File: src/rtl/pc_fetch_ctrl_if.sv
// Instruction-memory fetch handshake between pc_fetch_ctrl (master) and the memory (slave).
interface pc_fetch_ctrl_if #(
    parameter int WIDTH = 32
);
    logic             imem_req;
    logic [WIDTH-1:0] imem_addr;
    logic             imem_ack;

    modport master (output imem_req, output imem_addr, input imem_ack);
    modport slave  (input imem_req, input imem_addr, output imem_ack);
endinterface

File: src/rtl/pc_fetch_ctrl.sv
// PC sequencer / fetch controller with redirect squash and halt/resume.
// Optional saturating fetch counter enabled by PC_FETCH_PERF_CNT_EN.
module pc_fetch_ctrl #(
    parameter int               WIDTH    = 32,
    parameter logic [WIDTH-1:0] RESET_PC = '0
) (
    input  logic                clk,
    input  logic                rst,
    pc_fetch_ctrl_if.master     imem,
    input  logic                stall,
    input  logic                redirect_valid,
    input  logic [WIDTH-1:0]    redirect_target,
    input  logic                halt_req,
    input  logic                resume,
    output logic                instr_valid,
    output logic [WIDTH-1:0]    instr_pc,
`ifdef PC_FETCH_PERF_CNT_EN
    output logic [15:0]         fetch_count,
`endif
    output logic                halted
);

    localparam logic [1:0] S_IDLE   = 2'd0;
    localparam logic [1:0] S_FETCH  = 2'd1;
    localparam logic [1:0] S_HALTED = 2'd2;

    logic [1:0]       r_state;
    logic [WIDTH-1:0] r_pc;
    logic [WIDTH-1:0] r_tgt;
    logic             r_out;
    logic             r_squash;
    logic             r_halt_pend;
    logic             r_valid;
    logic [WIDTH-1:0] r_ipc;

    logic             w_req;
    logic             w_ack;
    logic             w_halt;
    logic [WIDTH-1:0] w_tgt;

    // A request presented this cycle counts as in flight, so the address never moves under it.
    assign w_req  = (r_state == S_FETCH) && (!stall || r_out);
    assign w_ack  = w_req && imem.imem_ack;
    assign w_halt = halt_req || r_halt_pend;
    assign w_tgt  = redirect_target & ~WIDTH'(3);

    assign imem.imem_req  = w_req;
    assign imem.imem_addr = r_pc;
    assign instr_valid    = r_valid;
    assign instr_pc       = r_ipc;
    assign halted         = (r_state == S_HALTED);

    always_ff @(posedge clk or negedge rst) begin
        if (!rst) begin
            r_state     <= S_IDLE;
            r_pc        <= RESET_PC;
            r_tgt       <= '0;
            r_out       <= 1'b0;
            r_squash    <= 1'b0;
            r_halt_pend <= 1'b0;
            r_valid     <= 1'b0;
            r_ipc       <= '0;
        end else begin
            r_valid <= 1'b0;
            r_out   <= w_req && !imem.imem_ack;

            if (redirect_valid) begin
                if (w_req && !imem.imem_ack) begin
                    r_tgt    <= w_tgt;
                    r_squash <= 1'b1;
                end else begin
                    r_pc     <= w_tgt;
                    r_squash <= 1'b0;
                end
            end else if (w_ack) begin
                if (r_squash) begin
                    r_pc     <= r_tgt;
                    r_squash <= 1'b0;
                end else begin
                    r_valid <= 1'b1;
                    r_ipc   <= r_pc;
                    r_pc    <= r_pc + WIDTH'(4);
                end
            end

            // Halt waits for an in-flight request to complete; the pending flag remembers a short halt_req.
            case (r_state)
                S_IDLE:   r_state <= S_FETCH;
                S_FETCH: begin
                    if (w_halt) begin
                        if (!w_req || imem.imem_ack) begin
                            r_state     <= S_HALTED;
                            r_halt_pend <= 1'b0;
                        end else begin
                            r_halt_pend <= 1'b1;
                        end
                    end
                end
                S_HALTED: if (!halt_req && resume) r_state <= S_FETCH;
                default:  r_state <= S_IDLE;
            endcase
        end
    end

`ifdef PC_FETCH_PERF_CNT_EN
    logic [15:0] r_cnt;
    logic        w_deliver;

    assign w_deliver   = w_ack && !redirect_valid && !r_squash;
    assign fetch_count = r_cnt;

    always_ff @(posedge clk or negedge rst) begin
        if (!rst) begin
            r_cnt <= '0;
        end else if (w_deliver && (r_cnt != 16'hFFFF)) begin
            r_cnt <= r_cnt + 16'd1;
        end
    end
`endif

endmodule
File: src/flat_wrapper.sv
// flat-port wrapper written by rule: the top's interface ports become plain ports
module pc_fetch_ctrl_flat 
#(
    parameter int               WIDTH    = 32,
    parameter logic [WIDTH-1:0] RESET_PC = '0
)
  (clk, rst, stall, redirect_valid, redirect_target, halt_req, resume, instr_valid, instr_pc, halted, imem_imem_req, imem_imem_addr, imem_imem_ack);
  pc_fetch_ctrl_if #(.WIDTH(WIDTH)) imem_i ();
  input  logic clk;
  input  logic rst;
  input  logic stall;
  input  logic redirect_valid;
  input  logic [WIDTH-1:0] redirect_target;
  input  logic halt_req;
  input  logic resume;
  output logic instr_valid;
  output logic [WIDTH-1:0] instr_pc;
  output logic halted;
  output wire logic [$bits(imem_i.imem_req)-1:0] imem_imem_req;
  output wire logic [$bits(imem_i.imem_addr)-1:0] imem_imem_addr;
  input wire logic [$bits(imem_i.imem_ack)-1:0] imem_imem_ack;
  assign imem_imem_req = imem_i.imem_req;
  assign imem_imem_addr = imem_i.imem_addr;
  assign imem_i.imem_ack = imem_imem_ack;
  pc_fetch_ctrl #(.WIDTH(WIDTH), .RESET_PC(RESET_PC)) u_core (.clk(clk), .rst(rst), .imem(imem_i), .stall(stall), .redirect_valid(redirect_valid), .redirect_target(redirect_target), .halt_req(halt_req), .resume(resume), .instr_valid(instr_valid), .instr_pc(instr_pc), .halted(halted));
endmodule
File: config.mk
export PLATFORM = sky130hd
export DESIGN_NAME = pc_fetch_ctrl_flat
export DESIGN_NICKNAME = d
export VERILOG_FILES = /design/src/rtl/pc_fetch_ctrl_if.sv /design/src/rtl/pc_fetch_ctrl.sv /design/src/flat_wrapper.sv
export SDC_FILE = /design/constraint.sdc
export NUM_CORES = 1
export LEC_CHECK = 0
export CAP_MARGIN = 5
export CORE_ASPECT_RATIO = 0.7
export CORE_MARGIN = 2
export CORE_UTILIZATION = 30
export CTS_BUF_LIST = sky130_fd_sc_hd__clkbuf_16
export CTS_CLUSTER_DIAMETER = 100
export DETAILED_ROUTE_END_ITERATION = 6
export GPL_TIMING_DRIVEN = 0
export HOLD_SLACK_MARGIN = 0.05
export PLACE_DENSITY = 0.49
export SETUP_SLACK_MARGIN = 0.3
export SLEW_MARGIN = 40
export SYNTH_ARGS = -nofsm -noshare
export SYNTH_HDL_FRONTEND = slang
export SYNTH_SLANG_ARGS = --single-unit
File: constraint.sdc
create_clock -name clk -period 2.3 [get_ports clk]
set_input_delay 0.575 -clock clk [delete_from_list [all_inputs] [get_ports clk]]
set_output_delay 0.575 -clock clk [all_outputs]
set_load 0.01 [all_outputs]
# [Yosys cells after proc, flatten, opt, wreduce, memory -nomap -nowiden]
# Index checks and enable logic that the tools add are counted.
# Widths: inputs -> output; s select.
[classes] n_addsub=1 n_eq_ne=6 muxes=15 bitwise_logic=2 n_reduce_logical=18
[ops] op="$mux 32" n=4
[ops] op="$add 32x3->32 const B" n=1
[ops] op="$mux 1" n=7
[ops] op="$mux 2" n=3
[ops] op="$pmux 2 s3" n=1
[ops] op="$reduce_and 2->1" n=3
[ops] op="$reduce_and 3->1" n=2
[ops] op="$logic_and 1x1->1" n=4
[ops] op="$logic_not 1->1" n=4
[ops] op="$ne 2x1->1 const B" n=2
[ops] op="$ne 2x2->1 const B" n=2
[ops] op="$logic_or 1x1->1" n=3
[ops] op="$eq 2x1->1 const B" n=1
[ops] op="$eq 2x2->1 const B" n=1
[ops] op="$logic_not 2->1" n=1
[ops] op="$not 1->1" n=2
[ops] op="$reduce_bool 2->1" n=1
[word_totals] register_bits=100 input_bits=39 output_inout_bits=67 word_cells=50

# [Logic depth before layout (Yosys ltp)]
[logic_depth] depth_word=8 mapped_depth=8 mapped_depth_nobuf=6

# [Least setup slack after synthesis]
# OpenSTA, ideal clock, no wires.
[synth_timing] path_type="input to register" from="input port stall" to="register u_core.r_pc[4] (netlist: u_core.imem.imem_addr[4])" t_arrival_ps=1854 required_ps=2181 setup_slack_ps=327 cell_stages=8 cell_sequence="nor2b_1 > or3_1 > buf_2 > inv_4 > nor2_2 > buf_2 > o211ai_1 > o21a_1"
[synth_via] elab_chain_cells=6
[synth_rtl] element="from (decl)" line_no="flat_wrapper.sv:11" source="input logic stall;"
[synth_rtl] element="$logic_not 1->1 *" line_no="pc_fetch_ctrl.sv:42" source="assign w_req = (r_state == S_FETCH) && (!stall || r_out);"
[synth_rtl] element="$logic_or 1x1->1 *" line_no="pc_fetch_ctrl.sv:42"
[synth_rtl] element="$logic_and 1x1->1 *" line_no="pc_fetch_ctrl.sv:42"
[synth_rtl] element="$logic_and 1x1->1, on equally long branches" line_no="pc_fetch_ctrl.sv:68, pc_fetch_ctrl.sv:43"
[synth_rtl] element="$ne 2x2->1 (no source line) / $reduce_bool 2->1 (equally long branches)"
[synth_rtl] element="$reduce_and 2->1 (no source line) *"
[synth_rtl] element="to (signal assigned)" line_no="pc_fetch_ctrl.sv:72" source="r_pc <= w_tgt;"
[synth_rtl] element="to (signal assigned)" line_no="pc_fetch_ctrl.sv:77" source="r_pc <= r_tgt;"
[synth_rtl] element="to (signal assigned)" line_no="pc_fetch_ctrl.sv:82" source="r_pc <= r_pc + WIDTH'(4);"
[synth_rtl] element="to (decl)" line_no="pc_fetch_ctrl.sv:28" source="logic [WIDTH-1:0] r_pc;"
# Mark *: on every way between the ends. The rest lies on a longest branch, timed or not.
# A chain may end at the register's enable or synchronous reset.

# [Final worst setup path]
[layout_timing] from="register u_core.r_pc[24] (netlist: u_core.imem.imem_addr[24])" to="output port imem_imem_addr[24]"
[layout_rtl] element="to (decl)" line_no="flat_wrapper.sv:20" source="output wire logic [$bits(imem_i.imem_addr)-1:0] imem_imem_addr;"
# No word-level cell between the ends.

==> impl_metrics.env <==
export IMPL_detail_route_vias_per_cell=5.179
export IMPL_cp_start_kind="flop"
export IMPL_final_cell_area_sq_um=6812
export IMPL_critical_path_max_fanout=9
export IMPL_hold_viol=0
export IMPL_dieArea_sq_um=17060
export IMPL_finalClockSkew_ps=6.303
export IMPL_holdWs_ps=73.59
export IMPL_core_sq_um=15600
export IMPL_root_buffer="clkbuf_16"
export IMPL_crit_family="buffers and inverters"
export IMPL_cp_slowest_cell="clkdlybuf4s50_1"
export IMPL_synth_compound_area_frac=0.1435
export IMPL_synth_edf_count=0
export IMPL_antenna_found_initial=0
export IMPL_cts_buffer_depth=2
export IMPL_synthesis_area_sq_um=4805
export IMPL_grt_usage=0.1827
export IMPL_peakVddDrop_mv=0.4317
export IMPL_cp_end_kind="output port"
export IMPL_path_clk_slew_ps=70
export IMPL_crit_buf_inv=1
export IMPL_slowest_delay_ps=570
export IMPL_status="finished, final reports clean"
export IMPL_gp_congestion=0.8157
export IMPL_required_ps=1730
export IMPL_portBuffers=99
export IMPL_grt_max_degree=70
export IMPL_cts_hold_buf=0
export IMPL_synth_fa_ha_area_frac=0.002604
export IMPL_vias=4040
export IMPL_muxShareOfSynthArea=0.1365
export IMPL_drv_cap=0
export IMPL_ys_seq_area_frac=0.5000
export IMPL_grt_overflow_total=0
export IMPL_cp_arrival_ps=1370
export IMPL_leakage_nw=2.847
export IMPL_drive_gt1_frac=0.2931
export IMPL_synth_warnings=0
export IMPL_ys_flop_type="dfrtp_1"
export IMPL_ant_nets=0
export IMPL_relSlewSlack=0.6327
export IMPL_p_total_mw=8.173
export IMPL_powerDensity_nw_per_um2=1200
export IMPL_dr_pass1_iters=4
export IMPL_async_flop_share=1.000
export IMPL_dp_hpwl_um=10350
export IMPL_rows=38
export IMPL_htree_levels=3
export IMPL_final_util=0.4368
export IMPL_nNetsFinal=615
export IMPL_synth_top_family_by_area="compound AO/OA/AOI/OAI gates"
export IMPL_slew_violations=0
export IMPL_fmaxAchievable_mhz=512.8
export IMPL_ys_ff_latch=96
export IMPL_cts_sinks=96
export IMPL_worst_pin_slew_ps=550.9
export IMPL_min_period_ps=1950
export IMPL_grt_pass1_vias=4045
export IMPL_synth_cell_types=61
export IMPL_initial_core_util=0.3081
export IMPL_worst_hold_path_type="in -> async"
export IMPL_rsz0062_at_grt="true"
export IMPL_die_height_um=109.9
export IMPL_drt_total_wl_um=14800
export IMPL_wl_per_cell_um=18.97
export IMPL_fin_crit_sh=0.8478
export IMPL_setup_violations=0
export IMPL_drtIter0Drc=302
export IMPL_tns_ps=0
export IMPL_worstSetupPathType="reg -> out"
export IMPL_clk_latency_ps=340
export IMPL_crit_chain="clkdlybuf4s50_1"
export IMPL_syn_to_final_growth_pct=41.77
export IMPL_syn_avg_cell_area_sq_um=10.94
export IMPL_yosys_area_share_simple=0.1401
export IMPL_numCtsBuffers=9
export IMPL_synthCells=439
export IMPL_synth_xor_area_share=0.03281
export IMPL_pin_count=106
export IMPL_grt_pass1_wl_um=23520
export IMPL_route_detailed_drc=0
export IMPL_place_area_sq_um=6098
export IMPL_cts_tree="yes"
export IMPL_diodes=0
export IMPL_fp_dieW_um=155.3
## cell families after synthesis
group,count (synthesis)
DFF,96
other,1
buffers and inverters,41
and+or+nand+nor,124
muxes,59
AOI/OAI and AO/OA,99
xor gates and xnor gates,18
adders and majority gates,1
## cell usage in the layout (no fill, tap or decap), types with 6 or more instances in the layout
cell type	instances
clkdlybuf4s50_1	92
dfrtp_1	71
mux2_2	52
nand2_1	37
buf_4	28
dfrtp_2	25
o21ai_0	21
nor2_1	20
a21oi_1	18
nand3_1	14
inv_1	12
o211ai_1	11
buf_6	9
xor2_1	9
xnor2_1	9
clkbuf_16	9
mux2i_1	7
nor2b_1	6
nand4_1	6
nand3b_1	6
a21o_1	6
a22o_1	6
## layout make-up
| class | count | area (sq um) |
|---|---|---|
| repair buffers | 122 | 1201 |
| plain buffers | 27 | 229.0 |
| flip-flops and latches | 96 | 2434 |
| inverters | 14 | 63.81 |
| multi-input cells | 305 | 2322 |
| clock buffers | 9 | 225.2 |
| fillers | 1488 | 8783 |
| clock inverters | 7 | 86.33 |
| well taps | 200 | 250.2 |
## cell usage after synthesis (all sizes together), types with 2 or more instances
library cell	count	area share
a21oi	18	0.019
inv	14	0.011
a22oi	4	0.0063
nor3	4	0.0063
a22o	6	0.011
buf	17	0.024
o21ai	22	0.024
nor4b	2	0.0049
dfrtp	96	0.50
nand3b	6	0.0094
nand3	19	0.024
nor2b	7	0.0091
a211oi	3	0.0047
clkbuf	10	0.0081
o22ai	2	0.0026
nand4	6	0.0078
a221o	2	0.0042
o311ai	3	0.0055
o221ai	4	0.0073
o41ai	3	0.0055
nor4	3	0.0070
o211ai	12	0.020
and3	7	0.0096
o21a	2	0.0031
nand2b	3	0.0039
mux2i	7	0.015
nor2	23	0.018
nand2	40	0.033
xor2	9	0.016
a32oi	6	0.011
xnor2	9	0.016
mux2	52	0.12
a21o	6	0.0094
## metal layers
metal | vias up | routed length (um) | global-route usage
met5 | - | 0 | 0
met4 | 0 | 124 | 0.03539
met3 | 10 | 885 | 0.04809
met2 | 120 | 6414 | 0.2714
met1 | 2039 | 7375 | 0.2687
li1 | 1871 | - | -
## report_power, final
part           internal, mW  switching (mW)
clock network         0.944           0.655
logic                  1.92            1.45
registers              2.47           0.731
total                  5.33            2.84
## stage by stage
step / std cells / setup WS (ps)
global placement: 741 / -3244
CTS: 770 / 290.6
floorplan: 442 / 327.1
global route: 780 / 265.4
detailed placement: 742 / -838.5
finish: 780 / 350.1
## worst register-to-register path, stage by stage (launching register included)
cell,delay [ps]
dfrtp_2,440
ha_2,230
nand4_1,100
buf_4,170
nor3_4,210
nand3_4,160
o41ai_2,340
a22o_1,200
## final timing paths
check / from / endpoint / slack, ps / cells after the start
max: u_core.imem.imem_addr[24] / imem_imem_addr[24] / 350 / 1
min in group clk: u_core.instr_pc[7] / u_core.instr_pc[7] / 490 / 2
max in group asynchronous: rst / u_core.imem.imem_addr[4] / 1580 / 2
min reg2reg: u_core.instr_pc[7] / u_core.instr_pc[7] / 490 / 2
max reg2reg: u_core.imem.imem_addr[2] / u_core.imem.imem_addr[24] / 390 / 7
min: rst / u_core.instr_pc[31] / 70 / 1
## what timing repair did
action,4_1_cts,5_1_grt
pin swaps,4,4
buffers inserted,11,10
resized for setup,63,28
endpoints found under the hold margin,0,0
gates cloned,1,0
endpoints found under the setup margin,106,65
## registers in the layout, summed over array words and instances (netlist names)
register,cells
u_core.imem.imem_addr,30
u_core.r_state,2
u_core.instr_valid,1
u_core.instr_pc,30
u_core.r_halt_pend,1
u_core.r_out,1
u_core.r_squash,1
u_core.r_tgt,30
Note: power is estimated with default switching activity, not from simulation.
